[src/rtl/cfa_pkg.sv]
// cfa_pkg: shared types for the CFA gradient scheduler.
// Scheduler states, window geometry and the window tag carried through the pipe.
package cfa_pkg;

  typedef enum logic [1:0] {
    IDLE,
    RUN,
    DRAIN
  } sched_state_t;

  localparam int CFA_WIN  = 5;
  localparam int CFA_HALF = 2;
  localparam int CFA_CW   = 16;

  typedef struct packed {
    logic              valid;
    logic [CFA_CW-1:0] x;
    logic [CFA_CW-1:0] y;
  } grad_tag_t;

endpackage

[src/rtl/cfa_tag_pipe.sv]
// cfa_tag_pipe: LAT-deep window tag shift register, no backpressure.
// Ports: clk, rst_n, flush_i (sync clear of valids), tag_i, tag_o, empty_o.
module cfa_tag_pipe
  import cfa_pkg::*;
#(
  parameter int LAT = 2
) (
  input  logic      clk,
  input  logic      rst_n,
  input  logic      flush_i,
  input  grad_tag_t tag_i,
  output grad_tag_t tag_o,
  output logic      empty_o
);

  grad_tag_t stg_q [LAT];
  grad_tag_t stg_d [LAT];

  // Coordinates only advance with a valid tag so the output
  // stage keeps the last reported window between results.
  always_comb begin
    stg_d = stg_q;
    stg_d[0].valid = tag_i.valid;
    if (tag_i.valid) begin
      stg_d[0].x = tag_i.x;
      stg_d[0].y = tag_i.y;
    end
    for (int i = 1; i < LAT; i++) begin
      stg_d[i].valid = stg_q[i-1].valid;
      if (stg_q[i-1].valid) begin
        stg_d[i].x = stg_q[i-1].x;
        stg_d[i].y = stg_q[i-1].y;
      end
    end
    if (flush_i) begin
      for (int i = 0; i < LAT; i++) begin
        stg_d[i].valid = 1'b0;
      end
    end
  end

  always_ff @(posedge clk or negedge rst_n) begin
    if (!rst_n) begin
      for (int i = 0; i < LAT; i++) begin
        stg_q[i] <= '0;
      end
    end else begin
      for (int i = 0; i < LAT; i++) begin
        stg_q[i] <= stg_d[i];
      end
    end
  end

  always_comb begin
    empty_o = 1'b1;
    for (int i = 0; i < LAT; i++) begin
      if (stg_q[i].valid) empty_o = 1'b0;
    end
  end

  assign tag_o = stg_q[LAT-1];

endmodule

[src/rtl/cfa_grad_sched.sv]
// cfa_grad_sched: raster scheduler for the CFA gradients datapath (5x5 windows).
// Ports: clk, rst (async low), frame_start/abort, pix_valid/ready, lb_wr_en,
// grad_start, res_valid/x/y, frame_done; win_count with CFA_GRAD_STATS_EN.
module cfa_grad_sched
  import cfa_pkg::*;
#(
  parameter int IMG_W    = 640,
  parameter int IMG_H    = 480,
  parameter int GRAD_LAT = 2
) (
  input  logic                       clk,
  input  logic                       rst,
  input  logic                       frame_start,
  input  logic                       frame_abort,
  input  logic                       pix_valid,
  output logic                       pix_ready,
  output logic                       lb_wr_en,
  output logic                       grad_start,
  output logic                       res_valid,
  output logic [$clog2(IMG_W)-1:0]   res_x,
  output logic [$clog2(IMG_H)-1:0]   res_y,
  output logic                       frame_done
`ifdef CFA_GRAD_STATS_EN
  ,
  output logic [31:0]                win_count
`endif
);

  localparam int XW = $clog2(IMG_W);
  localparam int YW = $clog2(IMG_H);

  localparam logic [XW-1:0] COL_LAST = XW'(IMG_W - 1);
  localparam logic [YW-1:0] ROW_LAST = YW'(IMG_H - 1);
  localparam logic [XW-1:0] COL_MIN  = XW'(CFA_WIN - 1);
  localparam logic [YW-1:0] ROW_MIN  = YW'(CFA_WIN - 1);

  sched_state_t state_q, state_d;

  logic [XW-1:0]     col_q, col_d;
  logic [YW-1:0]     row_q, row_d;
  logic              gs_q, gs_d;
  logic [CFA_CW-1:0] tx_q, tx_d;
  logic [CFA_CW-1:0] ty_q, ty_d;

  logic      last_pix;
  logic      win_hit;
  logic      start_ok;
  logic      pipe_empty;
  grad_tag_t tag_in;
  grad_tag_t tag_out;
  logic      unused_hi;

  assign pix_ready = (state_q == RUN);
  assign lb_wr_en  = pix_valid & pix_ready;
  assign start_ok  = (state_q == IDLE) & frame_start & ~frame_abort;

  assign last_pix = lb_wr_en &&
                    (col_q == COL_LAST) &&
                    (row_q == ROW_LAST);

  assign win_hit = lb_wr_en &&
                   (col_q >= COL_MIN) &&
                   (row_q >= ROW_MIN);

  always_comb begin
    state_d    = state_q;
    frame_done = 1'b0;
    if (frame_abort) begin
      state_d = IDLE;
    end else begin
      unique case (state_q)
        IDLE: if (frame_start) state_d = RUN;
        RUN:  if (last_pix) state_d = DRAIN;
        DRAIN: begin
          // gs_q is a window not yet loaded into the pipe
          if (pipe_empty && !gs_q) begin
            state_d    = IDLE;
            frame_done = 1'b1;
          end
        end
        default: state_d = IDLE;
      endcase
    end
  end

  always_comb begin
    col_d = col_q;
    row_d = row_q;
    if (start_ok) begin
      col_d = '0;
      row_d = '0;
    end else if (lb_wr_en) begin
      if (col_q == COL_LAST) begin
        col_d = '0;
        row_d = (row_q == ROW_LAST) ? '0 : row_q + 1'b1;
      end else begin
        col_d = col_q + 1'b1;
      end
    end
  end

  always_comb begin
    gs_d = win_hit & ~frame_abort;
    tx_d = tx_q;
    ty_d = ty_q;
    if (win_hit) begin
      tx_d = CFA_CW'(col_q) - CFA_CW'(CFA_HALF);
      ty_d = CFA_CW'(row_q) - CFA_CW'(CFA_HALF);
    end
  end

  always_ff @(posedge clk or negedge rst) begin
    if (!rst) begin
      state_q <= IDLE;
      col_q   <= '0;
      row_q   <= '0;
      gs_q    <= 1'b0;
      tx_q    <= '0;
      ty_q    <= '0;
    end else begin
      state_q <= state_d;
      col_q   <= col_d;
      row_q   <= row_d;
      gs_q    <= gs_d;
      tx_q    <= tx_d;
      ty_q    <= ty_d;
    end
  end

  assign grad_start = gs_q;

  assign tag_in.valid = gs_q;
  assign tag_in.x     = tx_q;
  assign tag_in.y     = ty_q;

  cfa_tag_pipe #(
    .LAT (GRAD_LAT)
  ) u_pipe (
    .clk     (clk),
    .rst_n   (rst),
    .flush_i (frame_abort),
    .tag_i   (tag_in),
    .tag_o   (tag_out),
    .empty_o (pipe_empty)
  );

  assign res_valid = tag_out.valid;
  assign res_x     = tag_out.x[XW-1:0];
  assign res_y     = tag_out.y[YW-1:0];
  assign unused_hi = ^{tag_out.x[CFA_CW-1:XW], tag_out.y[CFA_CW-1:YW]};

`ifdef CFA_GRAD_STATS_EN
  logic [31:0] wc_q;

  always_ff @(posedge clk or negedge rst) begin
    if (!rst) begin
      wc_q <= '0;
    end else if (start_ok) begin
      wc_q <= '0;
    end else if (gs_q && (wc_q != '1)) begin
      wc_q <= wc_q + 1'b1;
    end
  end

  assign win_count = wc_q;
`endif

endmodule

[config.mk]
export PLATFORM = sky130hd
export DESIGN_NAME = cfa_grad_sched
export DESIGN_NICKNAME = d
export VERILOG_FILES = /design/src/rtl/cfa_pkg.sv /design/src/rtl/cfa_tag_pipe.sv /design/src/rtl/cfa_grad_sched.sv
export SDC_FILE = /design/constraint.sdc
export NUM_CORES = 1
export LEC_CHECK = 0
export ABC_AREA = 1
export BUFFER_PORTS_ARGS = -buffer_cell sky130_fd_sc_hd__buf_4
export CORE_MARGIN = 4
export CORE_UTILIZATION = 25
export DETAILED_ROUTE_END_ITERATION = 12
export SYNTH_ARGS = -nofsm -noshare
export SYNTH_HDL_FRONTEND = slang
export SYNTH_SLANG_ARGS = --single-unit
[constraint.sdc]
create_clock -name clk -period 1.32 [get_ports clk]
set_input_delay 0.132 -clock clk [delete_from_list [all_inputs] [get_ports clk]]
set_output_delay 0.132 -clock clk [all_outputs]
set_load 0.05 [all_outputs]
# --- After elaboration in Yosys (flattened, before gate mapping) ---
# Cells that the tools add are included.
totals:
  out_inout_bits: 24
  reg_bits: 81
  elab_cells: 60
op_classes:
  eq_ne: 7
  n_bitwise: 5
  magnitude_cmp: 2
  n_addsub: 4
  muxes: 19
  reduce_logical: 11
ops:
  columns: ["op", "n"]
  rows:
  - ["$mux W9", 4]
  - ["$mux W10", 3]
  - ["$add A10 B1 Y10 const B", 1]
  - ["$eq A10 B10 Y1 const B", 1]
  - ["$ge A10 B3 Y1 const B", 1]
  - ["$sub A10 B2 Y10 const B", 1]
  - ["$add A9 B1 Y9 const B", 1]
  - ["$eq A9 B9 Y1 const B", 1]
  - ["$ge A9 B3 Y1 const B", 1]
  - ["$sub A9 B2 Y9 const B", 1]
  - ["$mux W2", 4]
  - ["$mux W1", 7]
  - ["$ne A3 B3 Y1 const B", 2]
  - ["$pmux W2 S3", 1]
  - ["$logic_and A1 B1 Y1", 5]
  - ["$and A1 B1 Y1", 4]
  - ["$reduce_bool A2 Y1", 2]
  - ["$ne A3 B2 Y1 const B", 1]
  - ["$reduce_and A3 Y1", 1]
  - ["$eq A2 B1 Y1 const B", 1]
  - ["$eq A2 B2 Y1 const B", 1]
  - ["$logic_not A2 Y1", 1]
  - ["$reduce_and A2 Y1", 1]
  - ["$logic_not A1 Y1", 1]
  - ["$not A1 Y1", 1]

# --- Logic depth before layout (Yosys ltp) ---
# Gate-level depths: netlist of run 1.
depth:
  word_depth: 7
  mapped_depth: 10

# --- Cells and area by module ---
# A second synthesis of run 1 with hierarchy kept.
hier_totals:
  hier_cells: 634
  area_unflattened_um2: 5366.4
by_module_without_submodules:
  columns: ["mod", "area_each_um2", "instances", "cells_per_inst"]
  rows:
  - ["cfa_tag_pipe", 2875.3, 1, 310]
  - ["cfa_grad_sched", 2491.1, 1, 324]

# --- Least setup slack after synthesis of run 1 ---
# No wires, ideal clock.
synth_path:
  kind: "register to output"
  start: "register gs_q (netlist: grad_start)"
  end: "output port frame_done"
  setup_slack_ns: -1.159
  path_stages_with_launch: 4
  arrival_ns: 2.347
  required_ns: 1.188
  path_cell_list: "dfrtp_1 -> clkinv_1 -> nand2_1 -> nor4_1"
synth_via:
  elab_chain_cells: 5
synth_rtl:
  columns: ["element", "line_no", "source"]
  rows:
  - ["start: declaration", "cfa_grad_sched.sv:41", "logic gs_q, gs_d;"]
  - ["start signal: assignment", "cfa_grad_sched.sv:124", "gs_q <= gs_d;"]
  - ["$logic_not A1 Y1", "cfa_grad_sched.sv:76", "if (pipe_empty && !gs_q) begin"]
  - ["$logic_and A1 B1 Y1", "cfa_grad_sched.sv:76", null]
  - ["$mux W1", "cfa_grad_sched.sv:76", null]
  - ["$mux W1", "cfa_grad_sched.sv:71", "unique case (state_q)"]
  - ["$mux W1", "cfa_grad_sched.sv:68", "if (frame_abort) begin"]
  - ["end: declaration", "cfa_grad_sched.sv:22", "output logic frame_done"]
# Every way passes these cells.

# --- Worst setup path in the final report of run 1 ---
layout_path:
  start: "register u_pipe.stg_q, in the netlist u_pipe.tag_o[32]"
  end: "output port frame_done"
layout_via:
  elab_chain_cells: 5
layout_rtl:
  columns: ["element", "line_no", "source"]
  rows:
  - ["start: declaration", "cfa_tag_pipe.sv:16", "grad_tag_t stg_q [LAT];"]
  - ["start signal: indexed assignment", "cfa_tag_pipe.sv:49", "stg_q[i] <= stg_d[i];"]
  - ["$mux W1", "cfa_tag_pipe.sv:57", "if (stg_q[i].valid) empty_o = 1'b0;"]
  - ["$logic_and A1 B1 Y1", "cfa_grad_sched.sv:76", null]
  - ["$mux W1", "cfa_grad_sched.sv:76", null]
  - ["$mux W1", "cfa_grad_sched.sv:71", null]
  - ["$mux W1", "cfa_grad_sched.sv:68", null]
# Every way passes these cells.

==> results of run 1 <==
==> repair_timing <==
action                                  CTS  global route
pin swaps                                19            18
setup buffers                            12             6
gates cloned                              5             0
resized for setup                        91            47
endpoints found under the hold margin    29             0
hold buffers                              1             0
endpoints found under the setup margin   44            45
==> synth_stat cells <==
cell / instances / area [sq um]
nand2_1: 199 / 747
dfrtp_1: 81 / 2030
nor2_1: 38 / 143
inv_1: 34 / 128
nand3_1: 24 / 120
buf_4: 19 / 143
o21ai_0: 17 / 85.1
o21ai_2: 15 / 131
nand4_1: 10 / 62.6
buf_6: 8 / 90.1
ha_1: 8 / 100
clkbuf_1: 6 / 22.5
nand2_2: 6 / 37.5
xor2_1: 6 / 52.6
a21oi_1: 5 / 25.0
nor2_2: 5 / 31.3
inv_2: 4 / 15.0
nor3_1: 4 / 20.0
a31oi_1: 2 / 12.5
buf_2: 2 / 10.0
nand3b_1: 2 / 15.0
xnor2_1: 2 / 17.5
buf_1: 1 / 3.75
clkinv_1: 1 / 3.75
nand2_4: 1 / 11.3
nand3_2: 1 / 10.0
nand3_4: 1 / 17.5
nor2_4: 1 / 11.3
nor4_1: 1 / 6.26
o211ai_1: 1 / 7.51
or2_2: 1 / 6.26
==> final cells by class <==
class                   count  area share (%)
clock inverters             6            1.13
flip-flops and latches     81            34.1
repair buffers            113            17.5
clock buffers              10            3.84
inverters                  39            2.62
multi-input cells         353            36.3
well taps                 216            4.54
==> kinds of logic (layout without fill, tap and decap cells) <==
kind of cell | count (synthesis) | in the layout | share of synthesized area [%]
buffers and inverters | 75 | 168 | 10.1
adder cells (fa/ha/maj) | 8 | 8 | 2.43
flip-flops | 81 | 81 | 49.3
AO/OA/AOI/OAI | 40 | 40 | 6.36
AND/OR/NAND/NOR | 294 | 297 | 30.1
XOR/XNOR | 8 | 8 | 1.70
==> critical path, delay by kind of cell (launching register included) <==
family                 cells  cell delay, ns
flip-flops                 1            0.41
buffers and inverters      1            0.20
AND/OR/NAND/NOR            3            0.46
==> registers in the layout, indices dropped and copies added, names as in the netlist <==
register	count
u_pipe.stg_q	20
u_pipe.tag_o	20
col_q	10
tx_q	10
row_q	9
ty_q	9
state_q	2
grad_start	1
==> worst paths after layout <==
check                      cells after the start                        start  slack, ns                     endpoint
max in group asynchronous                      3                          rst       0.50  u_pipe.tag_o[1]$_DFFE_PN0P_
min in group asynchronous                      2                          rst       0.30          tx_q[9]$_DFFE_PN0P_
max                                            4   u_pipe.tag_o[32]$_DFF_PN0_      -0.23                   frame_done
min                                            3                  frame_abort       0.17         grad_start$_DFF_PN0_
min reg2reg                                    2  u_pipe.tag_o[6]$_DFFE_PN0P_       0.47  u_pipe.tag_o[6]$_DFFE_PN0P_
max reg2reg                                   11       state_q[0]$_DFFE_PN0P_      -0.18         col_q[9]$_DFFE_PN0P_
==> stage by stage <==
step	TNS (ns)	hold WS, ns	setup slack (ns)	power [W]
6_report	-5.27	0.169	-0.232	0.00844
5_1_grt	-8.75	0.172	-0.329	0.00895
4_1_cts	-5.32	0.146	-0.259	0.00826
3_5_place_dp	-2.51	0.136	-0.138	0.00526
3_3_place_gp	-1.38	0.134	-0.0861	0.00524
2_1_floorplan	-7.23	-0.164	-0.218	0.00440
==> layout by cell type (no fill, tap or decap), types with 3 or more instances in the layout <==
| master | instances |
|---|---|
| dfrtp_1 | 76 |
| xor2_1 | 6 |
| nand3_1 | 15 |
| inv_2 | 9 |
| nand2_8 | 6 |
| nand4_1 | 10 |
| buf_4 | 87 |
| ha_2 | 3 |
| dfrtp_2 | 5 |
| nand2_4 | 23 |
| o21ai_2 | 21 |
| ha_1 | 5 |
| clkbuf_16 | 9 |
| a21oi_1 | 5 |
| o21ai_0 | 7 |
| nand2_2 | 21 |
| nor2_1 | 27 |
| nor2_4 | 7 |
| o21ai_1 | 3 |
| nand2_1 | 159 |
| clkinvlp_4 | 3 |
| nor3_1 | 3 |
| nand3_4 | 3 |
| inv_1 | 27 |
| nor2_2 | 10 |
| buf_12 | 6 |
| buf_6 | 14 |
| buf_8 | 3 |
| nand3_2 | 8 |
==> routing by layer <==
| metal | vias to the layer above | global-route usage [%] |
|---|---|---|
| li1 | 1758 | - |
| met1 | 1622 | 15.8 |
| met2 | 72 | 17.3 |
| met3 | 10 | 3.18 |
| met4 | 0 | 3.75 |
| met5 | - | 0 |
==> power breakdown <==
group | internal, W | total [W] | switching, W
logic | 0.00132 | 0.00267 | 0.00135
registers | 0.00286 | 0.00324 | 0.000378
clock network | 0.00147 | 0.00253 | 0.00106
total | 0.00565 | 0.00844 | 0.00278
==> metrics.cfg, run 1 <==
[final_layout]
n_fill_cell=1644
post-route-util_pct=37.2
antenna_cells=0
area_growth_pct=44.9
fin_area_sq_um=5960
drive_gt1_share_pct=41.5
instances_no_fill=818
regArea_sq_um=2030
multi_input_area_sq_um=2160
fin_nets=610

[drt]
vias_per_cell=4.23
wl_met3_microns=590
wl_met1_microns=4700
topRoutingLayerUsed=met4
drt_wl_total_microns=9760
drt_iter0_drc=202
drcViolationCount=0
final_antenna_net_count=0
wl_met2_microns=4300
wl_per_cell_microns=11.9
dr.pass1.iters=4
via_count=3462

[floorplan]
ios=29
die_x_microns=136
dieArea_sq_um=18600
rows=46
initial_core_util_pct=25.7
coreArea_sq_um=16000
fp.dieH_microns=136

[synth]
yosysSeqAreaShare_pct=49.3
syn_inst=506
synth_area_per_cell_sq_um=8.13
synth_area_sq_um=4110
synth-seq-cells=81
yosys_warnings=0
syn_nets=519
synth_cell_types=31

[global_route]
first_global_vias=3407
antenna_found_initial=0
grt_pass1_wl_microns=16700
grt_usage_pct=11.4
grt_max_degree=34
grt_overflow=0

[power]
power.density_nw_per_um2=1420
max-vdd-ir-drop_v=0.000622
p_leak_nw=2.99

[worst_setup_path]
path_max_fanout=3
startpoint_type=register
max_stage_delay_ns=0.41
path_class=reg -> out
crit_path_end_kind=output port
arrival_ns=1.42
crit_chain=nor2_2, nand2_2, nor4_4, buf_6
critPathSlowestCell=dfrtp_2
crit_required_ns=1.19

[clock_network]
cts_sinks=81
clk_pin_slew_ns=0.06
h-tree-depth=3
cts_buffers=9
cts_tree=yes
root_buffer=clkbuf_16
clk_path_buf_depth=2
clk-insertion-delay-late_ns=0.34

[placed_design]
gp_congestion=0.820
io_buffers=28
dpl.hpwl_microns=6410
placed_cell_area_sq_um=4940
place_inst=780

[outcome]
failed_checks=negative setup slack
outcome=finished, violations left

[sta]
slew_headroom_pct=67.4
drv_slew=0
worstMarginPinSlew_ns=0.489
fin_crit_sh_pct=118
finalSetupViolCount=44
fin_skew_ns=0.00674
finalCriticalPeriod_ns=1.55
rsz0062_at_grt=true
fin_ws_ns=-0.232
hold_viol_final=0
fmax_mhz=644

[hold_path]
hold_class=in -> reg

[run]
max_cap_violations=0

Power figures use the tool's default switching activity.
==> inputs of run 2 (changes only) <==
==> constraint.sdc (replaced) <==
create_clock -name clk -period 1.32 [get_ports clk]
set_input_delay 0.132 -clock clk [delete_from_list [all_inputs] [get_ports clk]]
set_output_delay 0.132 -clock clk [all_outputs]
set_load 0.005 [all_outputs]
==> metrics.cfg, run 2 (same netlist as run 1, synthesis figures left out) <==
[sta]
fin_ws_ns=-0.144
slew_headroom_pct=83.1
rsz0062_at_grt=true
fmax_mhz=683
finalSetupViolCount=42
hold_viol_final=0
finalCriticalPeriod_ns=1.46
fin_skew_ns=0.0105
drv_slew=0
fin_crit_sh_pct=111
worstMarginPinSlew_ns=0.254
tns_ns=-2.69

[drt]
via_count=3363
vias_per_cell=4.14
drt_iter0_drc=210
dr.pass1.iters=4
wl_per_cell_microns=11.5
final_antenna_net_count=0
drcViolationCount=0
drt_wl_total_microns=9360

[final_layout]
post-route-util_pct=35.3
layout_commonest_cell=nand2_1
area_growth_pct=37.4
fin_area_sq_um=5650
antenna_cells=0
instances_no_fill=812
fin_nets=604
layout_common_cells=nand2_1, buf_4, dfrtp_1, inv_1, nor2_1
drive_gt1_share_pct=35.6

[floorplan]
coreArea_sq_um=16000
initial_core_util_pct=25.7
ios=29
die_x_microns=136
fp.dieH_microns=136
rows=46
dieArea_sq_um=18600

[run]
max_cap_violations=0

[worst_setup_path]
crit_path_end_kind=output port
path_max_fanout=4
startpoint_type=register
crit_required_ns=1.19
arrival_ns=1.33
path_class=reg -> out

[global_route]
met3_usage_pct=2.22
grt_pass1_wl_microns=15300
groute.layer.met1.usage_pct=15.1
grt_overflow=0
grtUsageMet2_pct=14.7
antenna_found_initial=0
top_usage_layer=met1
first_global_vias=3248
grt_usage_pct=10.2
grt_max_degree=30

[clock_network]
clk_path_buf_depth=2
h-tree-depth=3
root_buffer=clkbuf_16
cts_sinks=81
cts_buffers=9
clk-insertion-delay-late_ns=0.33
clk_pin_slew_ns=0.07
cts_tree=yes

[placed_design]
io_buffers=28
placed_cell_area_sq_um=4920
place_inst=787
dpl.hpwl_microns=6460
gp_congestion=0.848

[power]
power.density_nw_per_um2=1420
max-vdd-ir-drop_v=0.000925
p_total_w=0.00804
p_leak_nw=2.92

[outcome]
outcome=finished, violations left
failed_checks=negative setup slack

[hold_path]
hold_class=in -> reg

==> run 2: cell count changes in the layout (fill, tap and decap cells not counted), moves of 4 or more <==
| cell | before | now |
|---|---|---|
| buf_6 | 14 | 9 |
| o21ai_0 | 7 | 11 |
| nand2_4 | 23 | 4 |
| nand2_1 | 159 | 185 |
| o21ai_2 | 21 | 17 |
| nand2_2 | 21 | 14 |
| buf_4 | 87 | 94 |
==> run 2: path summary, 6_finish.rpt <==
| kind | cells past startpoint | endpoint | startpoint | slack [ns] |
|---|---|---|---|---|
| min reg2reg | 2 | u_pipe.tag_o[1]$_DFFE_PN0P_ | u_pipe.stg_q[34]$_DFFE_PN0P_ | 0.47 |
| max in group asynchronous | 3 | col_q[5]$_DFFE_PN0P_ | rst | 0.63 |
| max reg2reg | 8 | row_q[0]$_DFFE_PN0P_ | col_q[1]$_DFFE_PN0P_ | -0.12 |
| min | 3 | grad_start$_DFF_PN0_ | frame_abort | 0.20 |
| max | 6 | lb_wr_en | state_q[0]$_DFFE_PN0P_ | -0.14 |
| min in group asynchronous | 2 | col_q[0]$_DFFE_PN0P_ | rst | 0.21 |
==> run 2: per-layer routing <==
layer	vias up	share of wire (%)
met2	55	44
met1	1553	51
met4	0	1.2
met3	9	3.7
met5	-	0
li1	1746	-
==> run 2: final cells by class <==
type | count | area, sq um
Clock buffer | 10 | 239
Clock inverter | 6 | 72.6
Fill cell | 1702 | 10300
Inverter | 39 | 151
Multi-Input combinational cell | 352 | 1990
Sequential cell | 81 | 2030
Tap cell | 216 | 270
Timing Repair Buffer | 108 | 897
==> run 2: power breakdown <==
group          switching, W  internal (W)
sequential         0.000281       0.00286
combinational       0.00123       0.00107
clock               0.00106       0.00154
==> run 2: what timing repair did <==
action,in CTS,in global routing
cloned,0,2
setup buffers,2,4
pin swaps,8,20
endpoints found under the hold margin,80,0
endpoints found under the setup margin,42,44
gates resized for setup,25,66
hold buffers,1,0
==> run 2: critical path, cell delays in order, from the launching register on <==
cell     delay, ns
dfrtp_2       0.43
inv_2         0.07
nor2_4        0.11
nand2_4       0.10
buf_6         0.14
inv_4         0.06
buf_6         0.09
==> run 2: metrics by stage <==
| stage | setup slack [ns] | hold slack [ns] |
|---|---|---|
| 2_1_floorplan | -0.100 | -0.164 |
| 3_3_place_gp | -0.115 | 0.0256 |
| 3_5_place_dp | -0.121 | 0.0253 |
| 4_1_cts | -0.151 | 0.167 |
| 5_1_grt | -0.200 | 0.201 |
| 6_report | -0.144 | 0.197 |
==> inputs of run 3 (changes only) <==
--- a/config.mk
+++ b/config.mk
@@ -10,6 +10,7 @@
 export CORE_MARGIN = 4
 export CORE_UTILIZATION = 25
 export DETAILED_ROUTE_END_ITERATION = 12
+export SKIP_LAST_GASP = 1
 export SYNTH_ARGS = -nofsm -noshare
 export SYNTH_HDL_FRONTEND = slang
 export SYNTH_SLANG_ARGS = --single-unit
==> metrics.cfg, run 3 (same netlist as run 1, synthesis figures left out) <==
[outcome]
outcome=finished, violations left
failed_checks=negative setup slack

[floorplan]
coreArea_sq_um=16000
rows=46
initial_core_util_pct=25.7
die_x_microns=136
ios=29
dieArea_sq_um=18600
fp.dieH_microns=136

[sta]
hold_viol_final=0
fin_crit_sh_pct=111
tns_ns=-2.65
finalSetupViolCount=41
drv_slew=0
fmax_mhz=682
finalCriticalPeriod_ns=1.47
rsz0062_at_grt=true
fin_ws_ns=-0.146
slew_headroom_pct=83.2
worstMarginPinSlew_ns=0.252
fin_skew_ns=0.0102

[placed_design]
dpl.hpwl_microns=6460
gp_congestion=0.848
pre_cts_ws_ns=-0.121
io_buffers=28

[worst_setup_path]
path_class=reg -> out
critPathSlowestCell=dfrtp_2
path_max_fanout=4
startpoint_type=register
crit_family=flip-flops
r2r-end=row_q[0]$_DFFE_PN0P_
reg2reg_slack_ns=-0.12
crit_chain=inv_2, nor2_4, nand2_4, buf_6, inv_4, buf_6
crit_top_cell=buf_6
r2r_cells=8
crit_path_end_kind=output port
r2r-start=col_q[1]$_DFFE_PN0P_
path_buf_inv=4
crit_required_ns=1.19
arrival_ns=1.33
max_stage_delay_ns=0.43

[global_route]
grt_overflow=0
grt_pass1_wl_microns=15300
antenna_found_initial=0
grt_usage_pct=10.2
grt_max_degree=30
first_global_vias=3245

[final_layout]
layout_common_cells=nand2_1, buf_4, dfrtp_1, nor2_1, inv_1
antenna_cells=0
drive_gt1_share_pct=34.5
fin_nets=605
post-route-util_pct=35.2
layout_commonest_cell=nand2_1
area_growth_pct=37.1

[power]
p_leak_nw=2.92
max-vdd-ir-drop_v=0.000920
power.density_nw_per_um2=1420

[clock_network]
cts_sinks=81
cts_tree=yes
root_buffer=clkbuf_16
clk_path_buf_depth=2
clk_pin_slew_ns=0.07
clk-insertion-delay-late_ns=0.33
cts_buffers=9
h-tree-depth=3

[drt]
wl_per_cell_microns=11.5
drt_wl_total_microns=9350
drt_iter0_drc=199
vias_per_cell=4.14
dr.pass1.iters=4
final_antenna_net_count=0
drcViolationCount=0
via_count=3363

[run]
max_cap_violations=0

[hold_path]
hold_path.startpoint=frame_abort
hold_class=in -> reg
hold-path-endpoint=grad_start$_DFF_PN0_
hold_path_depth=3

run 3: timing repair:
item | CTS | global route
resized for setup | 23 | 60
hold buffers | 1 | 0
endpoints found under the hold margin | 80 | 0
setup endpoints to repair | 42 | 44
cloned | 0 | 2
buffers inserted | 2 | 5
pin swaps | 8 | 24
run 3: routing by layer:
layer / track usage [%] / routed length (microns)
met1: 15.1 / 4630
met4: 3.53 / 114
met5: 0 / 0
met3: 2.22 / 524
met2: 14.7 / 4080
run 3: report_power, final:
group / switching [W] / total (W) / internal [W]
Combinational: 0.00123 / 0.00229 / 0.00106
Sequential: 0.000284 / 0.00314 / 0.00286
Clock: 0.00106 / 0.00260 / 0.00154
run 3: worst max-delay path by stage:
| stage | startpoint | endpoint | slack (ns) | cells past startpoint |
|---|---|---|---|---|
| after floorplan | col_q[1]$_DFFE_PN0P_ | row_q[7]$_DFFE_PN0P_ | -0.10 | 9 |
| final | state_q[0]$_DFFE_PN0P_ | lb_wr_en | -0.15 | 6 |
| after detailed placement | col_q[1]$_DFFE_PN0P_ | col_q[3]$_DFFE_PN0P_ | -0.12 | 8 |
| after global placement | state_q[1]$_DFFE_PN0P_ | col_q[3]$_DFFE_PN0P_ | -0.11 | 6 |
| after global routing | state_q[0]$_DFFE_PN0P_ | lb_wr_en | -0.20 | 6 |
| after CTS | state_q[0]$_DFFE_PN0P_ | lb_wr_en | -0.15 | 6 |
run 3: area by class of cell:
cell class / instances / area, sq um
fillers: 1699 / 10400
multi-input cells: 352 / 1970
clock inverters: 6 / 72.6
repair buffers: 109 / 905
well taps: 216 / 270
inverters: 39 / 149
flip-flops and latches: 81 / 2030
clock buffers: 10 / 239
run 3: through the flow:
| stage | instances | hold WS [ns] | power (W) | cell area, sq um |
|---|---|---|---|---|
| 2_1_floorplan | 506 | -0.164 | 0.00433 | 4120 |
| 3_3_place_gp | 787 | 0.0256 | 0.00511 | 4920 |
| 3_5_place_dp | 787 | 0.0253 | 0.00515 | 4920 |
| 4_1_cts | 806 | 0.167 | 0.00783 | 5330 |
| 5_1_grt | 813 | 0.201 | 0.00854 | 5640 |
| 6_report | 813 | 0.189 | 0.00803 | 5640 |
run 3: tightest hold or removal path: stages:
cell    delay [ns]
buf_4         0.12
buf_4         0.17
nor2_1        0.06
